<file path="config.mk">
export PLATFORM = sky130hd
export DESIGN_NAME = goldschmidt_ctrl
export DESIGN_NICKNAME = d
export VERILOG_FILES = /design/src/rtl/goldschmidt_ctrl.sv
export SDC_FILE = /design/constraint.sdc
export NUM_CORES = 1
export LEC_CHECK = 0
export ABC_AREA = 1
export CORE_MARGIN = 2
export CORE_UTILIZATION = 38
export DETAILED_ROUTE_END_ITERATION = 7
export PLACE_DENSITY = 0.87
export SETUP_SLACK_MARGIN = 0.2
export SYNTH_ARGS = -nofsm -noshare
export SYNTH_HDL_FRONTEND = slang
export SYNTH_SLANG_ARGS = --single-unit
</file>
<file path="constraint.sdc">
create_clock -name clk -period 1.3 [get_ports clk]
set_input_delay 0.195 -clock clk [delete_from_list [all_inputs] [get_ports clk]]
set_output_delay 0.195 -clock clk [all_outputs]
set_load 0.01 [all_outputs]
</file>
<file path="src/rtl/goldschmidt_ctrl.sv">
// rtl/goldschmidt_ctrl.sv - Goldschmidt divider sequencer driving the mux/k-register/multiplier datapath
//
// Ports:
//   clk, reset        rising-edge clock, asynchronous active-low reset
//   start             divide request, accepted only while busy=0
//   n_in/d_in/ia_in   numerator, normalised denominator, initial reciprocal (Q1.15)
//   dp_result         registered datapath product (Q2.30)
//   dp_n/dp_d/dp_ia   running numerator, running denominator, latched IA to datapath
//   dp_kSelect        0: k from IA, 1: k generated from previous product
//   dp_ndSelect       0: multiply N and load k register, 1: multiply D and hold k
//   busy, done        busy from accept through DONE; done pulses while q_out is valid
//   q_out             quotient, held until the next done
module goldschmidt_ctrl #(
    parameter int WIDTH = 16,
    parameter int ITER  = 4
) (
    input  logic               clk,
    input  logic               reset,
    input  logic               start,
    input  logic [WIDTH-1:0]   n_in,
    input  logic [WIDTH-1:0]   d_in,
    input  logic [WIDTH-1:0]   ia_in,
    input  logic [2*WIDTH-1:0] dp_result,
    output logic [WIDTH-1:0]   dp_n,
    output logic [WIDTH-1:0]   dp_d,
    output logic [WIDTH-1:0]   dp_ia,
    output logic               dp_kSelect,
    output logic               dp_ndSelect,
    output logic               busy,
    output logic               done,
    output logic [WIDTH-1:0]   q_out
);

    localparam int ITW = $clog2(ITER) + 1;
    localparam logic [ITW-1:0] IT_LAST = ITW'(ITER - 1);

    typedef enum logic [2:0] {
        S_IDLE,
        S_LOADK,
        S_MULD,
        S_MULN,
        S_CAPN,
        S_DONE
    } state_t;

    state_t           state_q, state_d;
    logic [ITW-1:0]   it_q, it_d;
    logic [WIDTH-1:0] n_q, n_d;
    logic [WIDTH-1:0] d_q, d_d;
    logic [WIDTH-1:0] ia_q, ia_d;
    logic [WIDTH-1:0] q_q, q_d;
    logic [WIDTH-1:0] prod16;
    logic             unused_lsbs;

    // Q2.30 -> Q1.15 by truncation; anything >= 2.0 clamps to all ones.
    assign prod16 = dp_result[2*WIDTH-1] ? {WIDTH{1'b1}} : dp_result[2*WIDTH-2:WIDTH-1];
    assign unused_lsbs = ^dp_result[WIDTH-2:0];

    always_ff @(posedge clk or negedge reset) begin
        if (!reset) begin
            state_q <= S_IDLE;
            it_q    <= '0;
            n_q     <= '0;
            d_q     <= '0;
            ia_q    <= '0;
            q_q     <= '0;
        end else begin
            state_q <= state_d;
            it_q    <= it_d;
            n_q     <= n_d;
            d_q     <= d_d;
            ia_q    <= ia_d;
            q_q     <= q_d;
        end
    end

    always_comb begin
        state_d     = state_q;
        it_d        = it_q;
        n_d         = n_q;
        d_d         = d_q;
        ia_d        = ia_q;
        q_d         = q_q;
        busy        = 1'b1;
        done        = 1'b0;
        dp_kSelect  = 1'b0;
        dp_ndSelect = 1'b1;
        unique case (state_q)
            S_IDLE: begin
                busy = 1'b0;
                if (start) begin
                    n_d     = n_in;
                    d_d     = d_in;
                    ia_d    = ia_in;
                    it_d    = '0;
                    state_d = S_LOADK;
                end
            end
            S_LOADK: begin
                dp_ndSelect = 1'b0;
                state_d     = S_MULD;
            end
            S_MULD: begin
                dp_kSelect = 1'b1;
                state_d    = S_MULN;
            end
            S_MULN: begin
                // dp_result holds d*k from MULD; the datapath derives the next k from it too.
                dp_kSelect  = 1'b1;
                dp_ndSelect = 1'b0;
                d_d         = prod16;
                state_d     = S_CAPN;
            end
            S_CAPN: begin
                // dp_result holds n*k from MULN, computed with the k before this update.
                dp_kSelect = 1'b1;
                n_d        = prod16;
                if (it_q == IT_LAST) begin
                    state_d = S_DONE;
                end else begin
                    it_d    = it_q + ITW'(1);
                    state_d = S_MULD;
                end
            end
            S_DONE: begin
                done    = 1'b1;
                q_d     = n_q;
                state_d = S_IDLE;
            end
            default: state_d = S_IDLE;
        endcase
    end

    assign dp_n  = n_q;
    assign dp_d  = d_q;
    assign dp_ia = ia_q;
    // Bypass the final numerator during DONE so q_out is already valid with the done pulse.
    assign q_out = (state_q == S_DONE) ? n_q : q_q;

endmodule

</file>
==> summary.txt <==
=====================================================================================
Routed len/inst ........................................................     16.59 µm
Fraction of registers with async set/reset .............................       100.0%
Count of inserted antenna diode cells ..................................            0
Area growth from synthesis to layout ...................................       79.14%
DR pass1 iterations ....................................................            4
# setup viols final ....................................................           76
Number of global-route vias before repair ..............................        3,904
Initial drt markers ....................................................          209
Slew at the pin with the worst max-slew slack ..........................    0.3989 ns
Routed via count divided by cell count .................................        4.984
Total nets after synthesis .............................................          509
Final count of hold timing violations ..................................            0
Clk sinks ..............................................................           70
Number of max-cap violations ...........................................            0
Power per standard cell area ...........................................  2502 nW/µm²
Most frequent standard cell in the layout excluding fill and tap cells .      nand2_1
Chip Height ............................................................     98.11 µm
Final worst-path setup slack ...........................................   -0.4221 ns
Post-synth design cell area ............................................     3366 µm²
Met2 wire len ..........................................................      6655 µm
Run status ............................................................. finished, violations left
Highest clock rate .....................................................    580.7 MHz
Worst Setup Path Type .................................................. register to register
Placement Rows .........................................................           34
Total Wirelength .......................................................    12,530 µm
Combinational family with the most area after synthesis ................ simple AND/OR/NAND/NOR gates
Syn avg cell area ......................................................    7.938 µm²
Number of antenna violations at the first check in global routing ......            0
Adder-Cell Fraction of Synth Area ......................................      0.7435%
Largest net degree at the start of global routing ......................           32
Post-synthesis sequential area ratio ...................................       52.04%
Worst reg2reg startpoint ............................................... state_q[1]$_DFFE_PN0P_
Ports placed on the boundary ...........................................          151
# fillers ..............................................................          634
Synth Area in Simple Gates .............................................       34.83%
Static leakage .........................................................     3.183 nW
Starting Density .......................................................       38.97%
Crit path DAT ..........................................................      1.95 ns
Die footprint ..........................................................     9626 µm²
CTS tree ...............................................................          yes
Buffers added on ports .................................................          135
Sort of element at the end of the critical path ........................     register
Number of register bits inferred by synthesis ..........................           70
Number of nets still failing antenna checks after routing ..............            0
RSZ-0062 raised after global routing ...................................         true
Nets ...................................................................          727
Complex-gate fraction of the synthesized area ..........................       3.011%
Required time of the worst setup path ..................................      1.53 ns
Post-Route Setup TNS ...................................................    -20.35 ns
Detailed-routing wirelength on met1 ....................................      4814 µm
Horizontal die dimension ...............................................     98.11 µm
Amount of wire on met3 after detailed routing ..........................       617 µm
Commonest cells after routing, fill and taps aside ..................... 157 x nand2_1, 68 x dfrtp_1, 65 x clkdlybuf4s50_1, 48 x buf_6, 48 x buf_4
Multiplexer share of the synthesized area ..............................           0%
H-tree depth ...........................................................            3
Post-detail-place hpwl .................................................      7537 µm
Wire length of the first global-routing pass ...........................    19,260 µm
Post-synth EDFFs .......................................................            0
Clock transition at the registers of the reported paths ................      0.09 ns
Final core utilization .................................................       69.82%
CTS buffer count .......................................................            9
Core footprint .........................................................     8636 µm²
Number of remaining DRC errors .........................................            0
Max VDD drop ...........................................................     1.047 mV
Period Utilization, post-route .........................................       132.5%
Max_slew headroom ......................................................       73.41%
Overflow after GRT .....................................................            0
Post-Synthesis Cells ...................................................          424
Post-route clock skew ..................................................   0.01163 ns
Clock insertion delay at the later pin of the skew report ..............      0.34 ns
Xor-xnor portion of the synthesized cell area ..........................           0%
Via total after detailed routing .......................................        3,763
Hold/Removal Path Class ................................................ input port to asynchronous set/reset pin
Number of different library cells in the post-synthesis netlist ........           22
Sort of element at the start of the critical path ......................     register
Ys Warns ...............................................................            0
Clock tree root driver cell ............................................     clkbuf_8
Final number of max-transition violations ..............................            0
Launch point of the worst path ......................................... state_q[1]$_DFFE_PN0P_
Clock Tree Buf Depth ...................................................            2
Violated checks ........................................................ setup timing
Weighted congestion at the end of routability-driven global placement ..       0.9428
Highest metal layer with signal wires ..................................         met4
Ys flop type ...........................................................      dfrtp_1
Tot GR Track Use .......................................................       25.15%
Proportion of layout cells with a drive suffix above 1 .................       38.02%
Final critical-path required period ....................................     1.722 ns
Maximum fanout encountered on the critical timing path .................            8
=====================================================================================
-- flip-flops by register name (all words and copies together), names as in the netlist --
name / count
state_q: 3
it_q: 3
dp_ia: 16
q_q: 16
dp_d: 16
dp_n: 16
-- cell type report --
cell class | count | area [µm²] | share of cell area (%)
multi-input cells | 292 | 1541 | 25.57
repair buffers | 226 | 2151 | 35.67
clock inverters | 6 | 108.9 | 1.805
repair inverters | 3 | 28.78 | 0.4773
inverters | 40 | 172.7 | 2.864
flip-flops and latches | 70 | 1754 | 29.09
well taps | 108 | 135.1 | 2.241
clock buffers | 10 | 137.6 | 2.283
-- final timing paths --
kind | to | slack, ns | depth (start not counted)
setup / recovery | q_q[4]$_DFF_PN0_ | -0.42 | 11
hold / removal | q_q[9]$_DFF_PN0_ | 0.30 | 2
setup reg to reg | q_q[4]$_DFF_PN0_ | -0.42 | 11
hold reg to reg | q_q[1]$_DFF_PN0_ | 0.48 | 2
max in group asynchronous | state_q[1]$_DFFE_PN0P_ | 0.47 | 3
min in group clk | dp_ia[8]$_DFFE_PN0P_ | 0.40 | 3
-- worst max-delay path: stages, from the launching register on --
cell,delay [ns]
dfrtp_2,0.42
inv_2,0.08
nand3_4,0.10
buf_6,0.15
buf_16,0.13
nand2_2,0.07
nand2_4,0.05
buf_4,0.12
buf_4,0.12
buf_4,0.12
buf_4,0.12
buf_4,0.13
-- power breakdown --
part	leakage [nW]	internal (mW)	switching [mW]
logic	2.19	4.59	4.39
clock network	0.126	1.32	0.842
registers	0.862	3.25	0.688
-- cells in the mapped netlist, types with 3 or more instances --
library cell  number  area share, %
nand3_1           35            5.2
buf_4              4           0.89
buf_6              3            1.0
nand2_2            8            1.5
dfrtp_1           70             52
o21ai_1           16            2.4
buf_2             13            1.9
nand4_1           16            3.0
nor2_1             5           0.56
inv_1             37            4.1
nand2_1          200             22
-- what timing repair did --
action                     CTS  global route
resized for setup          347            40
setup endpoints to repair  126           110
hold buffers                 1             0
hold endpoints to repair    12             0
buffers inserted            54             5
pin swaps                   13             9
cloned                       9             0
-- metal layers --
layer	GRT usage (%)	vias to the layer above
met3	4.295	40
met5	0	-
met4	12.18	0
met2	44.15	168
li1	-	1762
met1	29.80	1793
-- cell families (layout without fill, tap and decap cells) --
logic type,count (synthesis),in the layout
and+or+nand+nor,270,270
AOI/OAI and AO/OA,19,20
buffers and inverters,63,285
adders and majority gates,2,2
DFF,70,70
-- stage by stage --
stage / power (mW) / cells / worst slack [ns] / area [µm²] / hold slack [ns]
finish: 15.08 / 755 / -0.4221 / 6030 / 0.3023
detailed placement: 10.61 / 670 / -0.3524 / 5004 / 0.1280
CTS: 14.22 / 750 / -0.3991 / 5827 / 0.2930
global placement: 10.35 / 670 / -0.2984 / 5004 / 0.1314
floorplan: 7.298 / 424 / 0.08362 / 3457 / -0.1006
global route: 15.93 / 755 / -0.4826 / 6030 / 0.3227
Note: power is estimated with default switching activity, not from simulation.
